==> config.mk <==
export PLATFORM = sky130hd
export DESIGN_NAME = fsm_4s1i1o_mo_tbl1_seq
export DESIGN_NICKNAME = d
export VERILOG_FILES = /design/src/rtl/fsm_tbl1_pkg.sv /design/src/rtl/fsm_4s1i1o_mo_tbl1_comb.sv /design/src/rtl/fsm_4s1i1o_mo_tbl1_seq.sv
export SDC_FILE = /design/constraint.sdc
export NUM_CORES = 1
export LEC_CHECK = 0
export CAP_MARGIN = 40
export CORE_MARGIN = 2
export CORE_UTILIZATION = 38
export DETAILED_ROUTE_END_ITERATION = 10
export PLACE_DENSITY = 0.66
export SETUP_SLACK_MARGIN = 0.4
export SYNTH_ARGS = -nofsm -noshare
export SYNTH_HDL_FRONTEND = slang
export SYNTH_SLANG_ARGS = --single-unit
==> constraint.sdc <==
create_clock -name clk -period 3.1 [get_ports clk]
set_clock_uncertainty 0.1 [all_clocks]
set_input_delay 0.465 -clock clk [delete_from_list [all_inputs] [get_ports clk]]
set_output_delay 0.465 -clock clk [all_outputs]
set_load 0.01 [all_outputs]
==> src/rtl/fsm_tbl1_pkg.sv <==
// Shared definitions for the 4-state, 1-input, 1-output Moore table FSM.
// Holds the state encoding and the Moore output decode used by both the table and its wrapper.
package fsm_tbl1_pkg;

   typedef enum logic [1:0] {
      ST_A = 2'd0,
      ST_B = 2'd1,
      ST_C = 2'd2,
      ST_D = 2'd3
   } state_t;

   localparam logic [1:0] STATE_A = 2'd0;
   localparam logic [1:0] STATE_B = 2'd1;
   localparam logic [1:0] STATE_C = 2'd2;
   localparam logic [1:0] STATE_D = 2'd3;

   function automatic logic out_of_state(input logic [1:0] s);
      return (s == STATE_D);
   endfunction

endpackage

==> src/rtl/fsm_4s1i1o_mo_tbl1_comb.sv <==
// Purely combinational next-state table for the 4-state sequence detector.
// The out port is the Moore output of the state being entered, so the wrapper can register it directly.
module fsm_4s1i1o_mo_tbl1_comb
   import fsm_tbl1_pkg::*;
(
   input  logic [1:0] state,
   input  logic       in_,
   output logic [1:0] state_next,
   output logic       out
);

   state_t w_next;

   always_comb begin
      w_next = ST_A;
      case (state_t'(state))
         ST_A:    w_next = in_ ? ST_B : ST_A;
         ST_B:    w_next = in_ ? ST_B : ST_C;
         ST_C:    w_next = in_ ? ST_D : ST_A;
         ST_D:    w_next = in_ ? ST_B : ST_C;
         default: w_next = ST_A;
      endcase
   end

   assign state_next = w_next;
   assign out        = out_of_state(w_next);

endmodule

==> src/rtl/fsm_4s1i1o_mo_tbl1_seq.sv <==
// Sequential wrapper: state register, single-entry output skid register and a
// saturating count of entries into state D, around the combinational table.
module fsm_4s1i1o_mo_tbl1_seq
   import fsm_tbl1_pkg::*;
#(
   parameter int CNT_W = 8
) (
   input  logic             clk,
   input  logic             reset,
   input  logic             in_val,
   output logic             in_rdy,
   input  logic             in_,
   output logic             out_val,
   input  logic             out_rdy,
   output logic             out,
   output logic [1:0]       state,
   input  logic             clear,
   output logic [CNT_W-1:0] match_count
);

   logic [1:0]       r_state;
   logic             r_out;
   logic             r_outVal;
   logic [CNT_W-1:0] r_count;

   logic [1:0]       w_stateNext;
   logic             w_outNext;
   logic             w_accept;
   logic             w_match;

   fsm_4s1i1o_mo_tbl1_comb uComb (
      .state      (r_state),
      .in_        (in_),
      .state_next (w_stateNext),
      .out        (w_outNext)
   );

   // The output register can take a new bit whenever it is empty or being drained this cycle.
   assign in_rdy   = !r_outVal || out_rdy;
   assign w_accept = in_val && in_rdy;
   assign w_match  = w_accept && (w_stateNext == STATE_D);

   always_ff @(posedge clk or posedge reset) begin
      if (reset) begin
         r_state  <= STATE_A;
         r_out    <= 1'b0;
         r_outVal <= 1'b0;
      end else if (w_accept) begin
         r_state  <= w_stateNext;
         r_out    <= w_outNext;
         r_outVal <= 1'b1;
      end else if (r_outVal && out_rdy) begin
         r_outVal <= 1'b0;
      end
   end

   // Clear wins over a simultaneous match; the count sticks at all-ones instead of wrapping.
   always_ff @(posedge clk or posedge reset) begin
      if (reset) begin
         r_count <= '0;
      end else if (clear) begin
         r_count <= '0;
      end else if (w_match && (r_count != {CNT_W{1'b1}})) begin
         r_count <= r_count + 1'b1;
      end
   end

   assign state       = r_state;
   assign out         = r_out;
   assign out_val     = r_outVal;
   assign match_count = r_count;

endmodule

==> results of run 1 <==
## report_power, final
group / leakage [nW] / internal (W) / switching, W
sequential: 0.161 / 0.000163 / 0.00000639
clock: 0.0138 / 0.0000448 / 0.0000444
combinational: 0.203 / 0.0000300 / 0.0000229
total: 0.378 / 0.000238 / 0.0000736
## worst min-delay path by stage
stage / end / slack, ns / cells after the start
after floorplan: match_count[0] / 0.23 / 1
after global placement: out / 0.37 / 2
after detailed placement: out / 0.38 / 2
after CTS: out / 0.40 / 2
after global routing: out / 0.42 / 2
final: out / 0.39 / 2
## logic make-up after synthesis
family | after synthesis
adders and majority gates | 1
buffers and inverters | 6
AOI/OAI and AO/OA | 9
DFF | 12
muxes | 4
and+or+nand+nor | 37
## layout by cell type, fill, tap and decap left out
master	n
a31oi_1	3
dfrtp_1	12
nand2b_1	4
clkdlybuf4s50_1	18
mux2_2	2
inv_1	4
o21bai_1	1
nor2b_1	2
a211oi_1	1
nand2b_4	1
nor3_1	3
and3_1	1
a21oi_1	1
nor4_1	1
and2b_1	1
nand4_1	2
mux2i_1	2
nor2b_4	1
o21ai_0	2
nand2_1	8
and4b_1	2
a221oi_2	1
clkbuf_4	3
and4_1	1
nor4b_4	1
nand3_1	4
ha_1	1
nor2_1	5
## area by class of cell
type                            instances  area (µm²)  area share
Multi-Input combinational cell         51         353       0.391
Inverter                                4        15.0      0.0166
Sequential cell                        12         300       0.333
Clock buffer                            3        22.5      0.0250
Tap cell                               25        31.3      0.0347
Timing Repair Buffer                   18         180       0.200
## state kept, by name (all words and copies together) (netlist names)
name / cells
match_count: 8
state: 2
out: 1
out_val: 1
## stage by stage
step | instance area [µm²] | setup slack [ns]
global route | 902 | 0.802
CTS | 902 | 0.848
finish | 902 | 0.853
detailed placement | 880 | 0.857
global placement | 880 | 0.864
floorplan | 677 | 1.50
## tightest hold or removal path: cells and delay by family (launching register included)
family	cells	cell delay, ns
and+or+nand+nor	2	0.11
DFF	1	0.35
## per-layer routing
| layer | global-route usage | part of all wire | vias to the layer above |
|---|---|---|---|
| met5 | 0 | 0 | - |
| met4 | 0.0343 | 0 | 0 |
| met3 | 0.0706 | 0.047 | 0 |
| met2 | 0.206 | 0.45 | 14 |
| met1 | 0.175 | 0.50 | 254 |
| li1 | - | - | 284 |
==> impl_metrics.yaml, run 1 <==
logic_synthesis:
  synth_flop_cell: "dfrtp_1"
  yosysMostFrequentCell: "dfrtp_1"
  ys_types: 28
  netlist.top_cell.by_area: "dfrtp_1"
  synth_enable_flop_cells: 0
  synth_area_leaders: "dfrtp_1, nand2_1, nand2b_1"
  synth.top_cell.area_share: 0.444
  synth_top_family_by_area: "simple AND/OR/NAND/NOR gates"
  synth_cells: 69
  synth-simple-area-share: 0.346
  syn_nets: 76
  synth_fa_ha_area_frac: 0.0185
  synth_mux_area_frac: 0.0628
  ys_seq_area_frac: 0.444
  synth-warning-count: 0
  syn_area_um2: 677
  syn_area_per_cell_um2: 9.81
  synth_seq_cells: 12
  synthXorXnorAreaFrac: 0
  synth_compound_area_frac: 0.0943
  yosys-top-cells-count: "dfrtp_1, nand2_1, nor2_1"
  synthArstFlopShare: 1.00
layout:
  area_growth_pct: 33.3
  antenna_cells: 0
  utilization: 0.528
  instances_no_fill: 113
  drive_gt1_frac: 0.102
  final_nets: 97
  fillers: 165
grt:
  grt_pass1_vias: 462
  grt_max_degree: 13
  antenna_found_initial: 0
  overflow: 0
  grt_usage: 0.138
  grt_pass1_wl_mm: 2.04
sta:
  tns_ns: 0
  fin_hold_ws_ns: 0.392
  maxSlewViolCount: 0
  fin_crit_sh: 0.725
  finalSetupViolCount: 0
  timing.final.hold_violations: 0
  timing.slew.headroom: 0.692
  fmax_ghz: 0.445
  min_period_ns: 2.25
  grt_setup_unrepaired: "false"
  worst_pin_slew_ns: 0.462
cts:
  ctsHoldBuffers: 0
  cts_tree: "built"
  clock_sinks: 12
  insertion_delay_ns: 0.26
  numCtsBuffers: 3
  cts_setup_buffers: 0
  cts_max_level: 1
  cts.reportedPaths.clkPinSlew_ns: 0.06
  post_cts_resize_count: 0
  cts.path.max_buffers: 2
  clockRootBuffer: "clkbuf_4"
worst_setup_path:
  path_class: "primary input to primary output"
  crit_slowest_cell: "clkdlybuf4s50_1"
  cp_top_family: "buffers and inverters"
  worstSetupStartpoint: "out_rdy"
  crit_buf_inv: 3
  reg2reg_from: "match_count[0]"
  required_ns: 2.53
  cpPeakStageDelay_ns: 0.54
  r2r_end: "match_count[0]"
  worstPathArrival_ns: 1.68
  cp-end-kind: "primary output"
  reg2reg_depth: 5
  cp_num_cells: 4
  critPathMaxFanout: 4
  cp_cell_sequence: "clkdlybuf4s50_1 > nor2b_4 > inv_1 > clkdlybuf4s50_1"
  critPathCapture: "in_rdy"
  r2r_setup_slack_ns: 1.39
  crit_top_cell: "clkdlybuf4s50_1"
  startpoint_type: "primary input"
power_and_ir_drop:
  power.leakage_nw: 0.378
  ir_drop_uv: 237
  finalPower_w: 0.000312
  powerDensity_nw_per_um2: 346
die:
  dieArea_um2: 2130
  rows: 15
  die_y_um: 46.2
  start_util: 0.396
  coreArea_um2: 1710
  ios: 19
  die_w_um: 46.2
worst_hold_path:
  hold_class: "flip-flop to flip-flop"
  hp-start: "out"
routing:
  dr.pass1.iters: 4
  drcViolationCount: 0
  drt_iter0_drc: 5
  routed_wirelength_mm: 1.31
  ant_nets: 0
  viasPerCell: 4.88
  vias: 552
  wl_per_cell_um: 11.5
flow_run:
  drv_cap: 0
placed_design:
  hpwl_um: 996
  gp_congestion: 0.758
  dp.cells: 110
  port_buffers: 18
outcome:
  status: "complete, no violations"
(Power assumes the default switching activity.)
==> run 2, diff against run 1 <==
==> constraint.sdc (replaced) <==
create_clock -name clk -period 2.3 [get_ports clk]
set_clock_uncertainty 0.1 [all_clocks]
set_input_delay 0.345 -clock clk [delete_from_list [all_inputs] [get_ports clk]]
set_output_delay 0.345 -clock clk [all_outputs]
set_load 0.01 [all_outputs]
==> impl_metrics.yaml, run 2 (synthesis results as in run 1) <==
outcome:
  status: "complete, no violations"
grt:
  grt_max_degree: 13
  grt_pass1_wl_mm: 2.28
  grt_pass1_vias: 516
  overflow: 0
  grt_usage: 0.154
  antenna_found_initial: 0
power_and_ir_drop:
  powerDensity_nw_per_um2: 481
  ir_drop_uv: 259
  p_sw_w: 0.000113
  p_int_w: 0.000320
  seqPwrFrac: 0.530
  netSwitchingFraction: 0.261
  power.leakage_nw: 0.378
  finalPower_w: 0.000434
  pwr-share-clk: 0.305
  pwr-share-comb: 0.166
die:
  start_util: 0.396
  dieArea_um2: 2130
  die_y_um: 46.2
  rows: 15
  die_w_um: 46.2
  coreArea_um2: 1710
  ios: 19
worst_setup_path:
  reg2reg_depth: 5
  cp-end-kind: "primary output"
  worstPathArrival_ns: 1.38
  r2r_end: "match_count[0]"
  required_ns: 1.86
  startpoint_type: "primary input"
  reg2reg_from: "match_count[0]"
  critPathMaxFanout: 4
  r2r_setup_slack_ns: 0.60
  path_class: "primary input to primary output"
sta:
  min_period_ns: 1.83
  tns_ns: 0
  maxSlewViolCount: 0
  fin_crit_sh: 0.794
  finalSetupViolCount: 0
  worst_pin_slew_ns: 0.464
  timing.final.hold_violations: 0
  timing.slew.headroom: 0.690
  grt_setup_unrepaired: "false"
  fmax_ghz: 0.548
routing:
  dr.pass1.iters: 4
  routed_wirelength_mm: 1.41
  drcViolationCount: 0
  viasPerCell: 5.14
  vias: 581
  wl_per_cell_um: 12.5
  ant_nets: 0
  drt_iter0_drc: 22
layout:
  stdcell_area_um2: 901
  area_growth_pct: 33.1
  drive_gt1_frac: 0.102
  layout_commonest_cell: "clkdlybuf4s50_1"
  utilization: 0.527
  fillers: 150
  antenna_cells: 0
  final_nets: 97
  final_cell_mix: "clkdlybuf4s50_1, dfrtp_1, nand2_1"
  largest_reg_flops: 8
placed_design:
  port_buffers: 18
  dpl-instance-area_um2: 880
  gp_congestion: 0.768
  hpwl_mm: 1.03
cts:
  numCtsBuffers: 3
  cts.reportedPaths.clkPinSlew_ns: 0.07
  clock_sinks: 12
  cts_tree: "built"
  cts_max_level: 1
  clockRootBuffer: "clkbuf_4"
  insertion_delay_ns: 0.28
  cts.path.max_buffers: 2
worst_hold_path:
  hold_class: "primary input to asynchronous set/reset pin"
flow_run:
  drv_cap: 0
-- run 2: what timing repair did --
| action | 4_1_cts | 5_1_grt |
|---|---|---|
| resized for setup | 1 | 0 |
| endpoints found under the setup margin | 1 | 0 |
| hold buffers | 0 | 0 |
| setup buffers | 0 | 0 |
-- run 2: worst max-delay path: stages --
cell	delay (ns)
clkdlybuf4s50_1	0.44
nor2b_4	0.19
inv_1	0.11
dlygate4sd2_1	0.29
-- run 2: worst max-delay path by stage --
stage,start,end,slack [ns],cells past startpoint
floorplan,match_count[0],match_count[0],0.70,5
global placement,out_rdy,in_rdy,0.28,4
detailed placement,in_,match_count[0],0.27,5
CTS,out_rdy,in_rdy,0.48,4
global route,out_rdy,in_rdy,0.44,4
finish,out_rdy,in_rdy,0.47,4
-- run 2: power groups by stage --
stage                     sequential (W)  combinational, W  clock, W
after detailed placement        0.000234         0.0000724         0
after global placement          0.000233         0.0000722         0
after CTS                       0.000229         0.0000727  0.000134
after floorplan                 0.000237         0.0000309         0
final                           0.000230         0.0000718  0.000132
after global routing            0.000230         0.0000789  0.000147
-- run 2: metrics by stage --
step	hold slack [ns]	setup slack, ns	cells
after detailed placement	0.414	0.269	110
after CTS	0.302	0.481	113
after global routing	0.321	0.436	113
after global placement	0.383	0.275	110
after floorplan	0.110	0.695	69
final	0.275	0.475	113
-- run 2: final cells by class --
type,instances,area (µm²),share of cell area
clock buffers,3,22.5,0.0250
well taps,25,31.3,0.0347
inverters,4,15.0,0.0167
flip-flops and latches,12,300,0.333
multi-input cells,51,353,0.392
repair buffers,18,179,0.199
-- run 2: metal layers --
| layer | track usage | up-vias | wire length, µm |
|---|---|---|---|
| met5 | 0 | - | 0 |
| li1 | - | 287 | - |
| met1 | 0.200 | 275 | 663 |
| met4 | 0.0686 | 0 | 21 |
| met3 | 0.0353 | 3 | 53 |
| met2 | 0.242 | 16 | 672 |
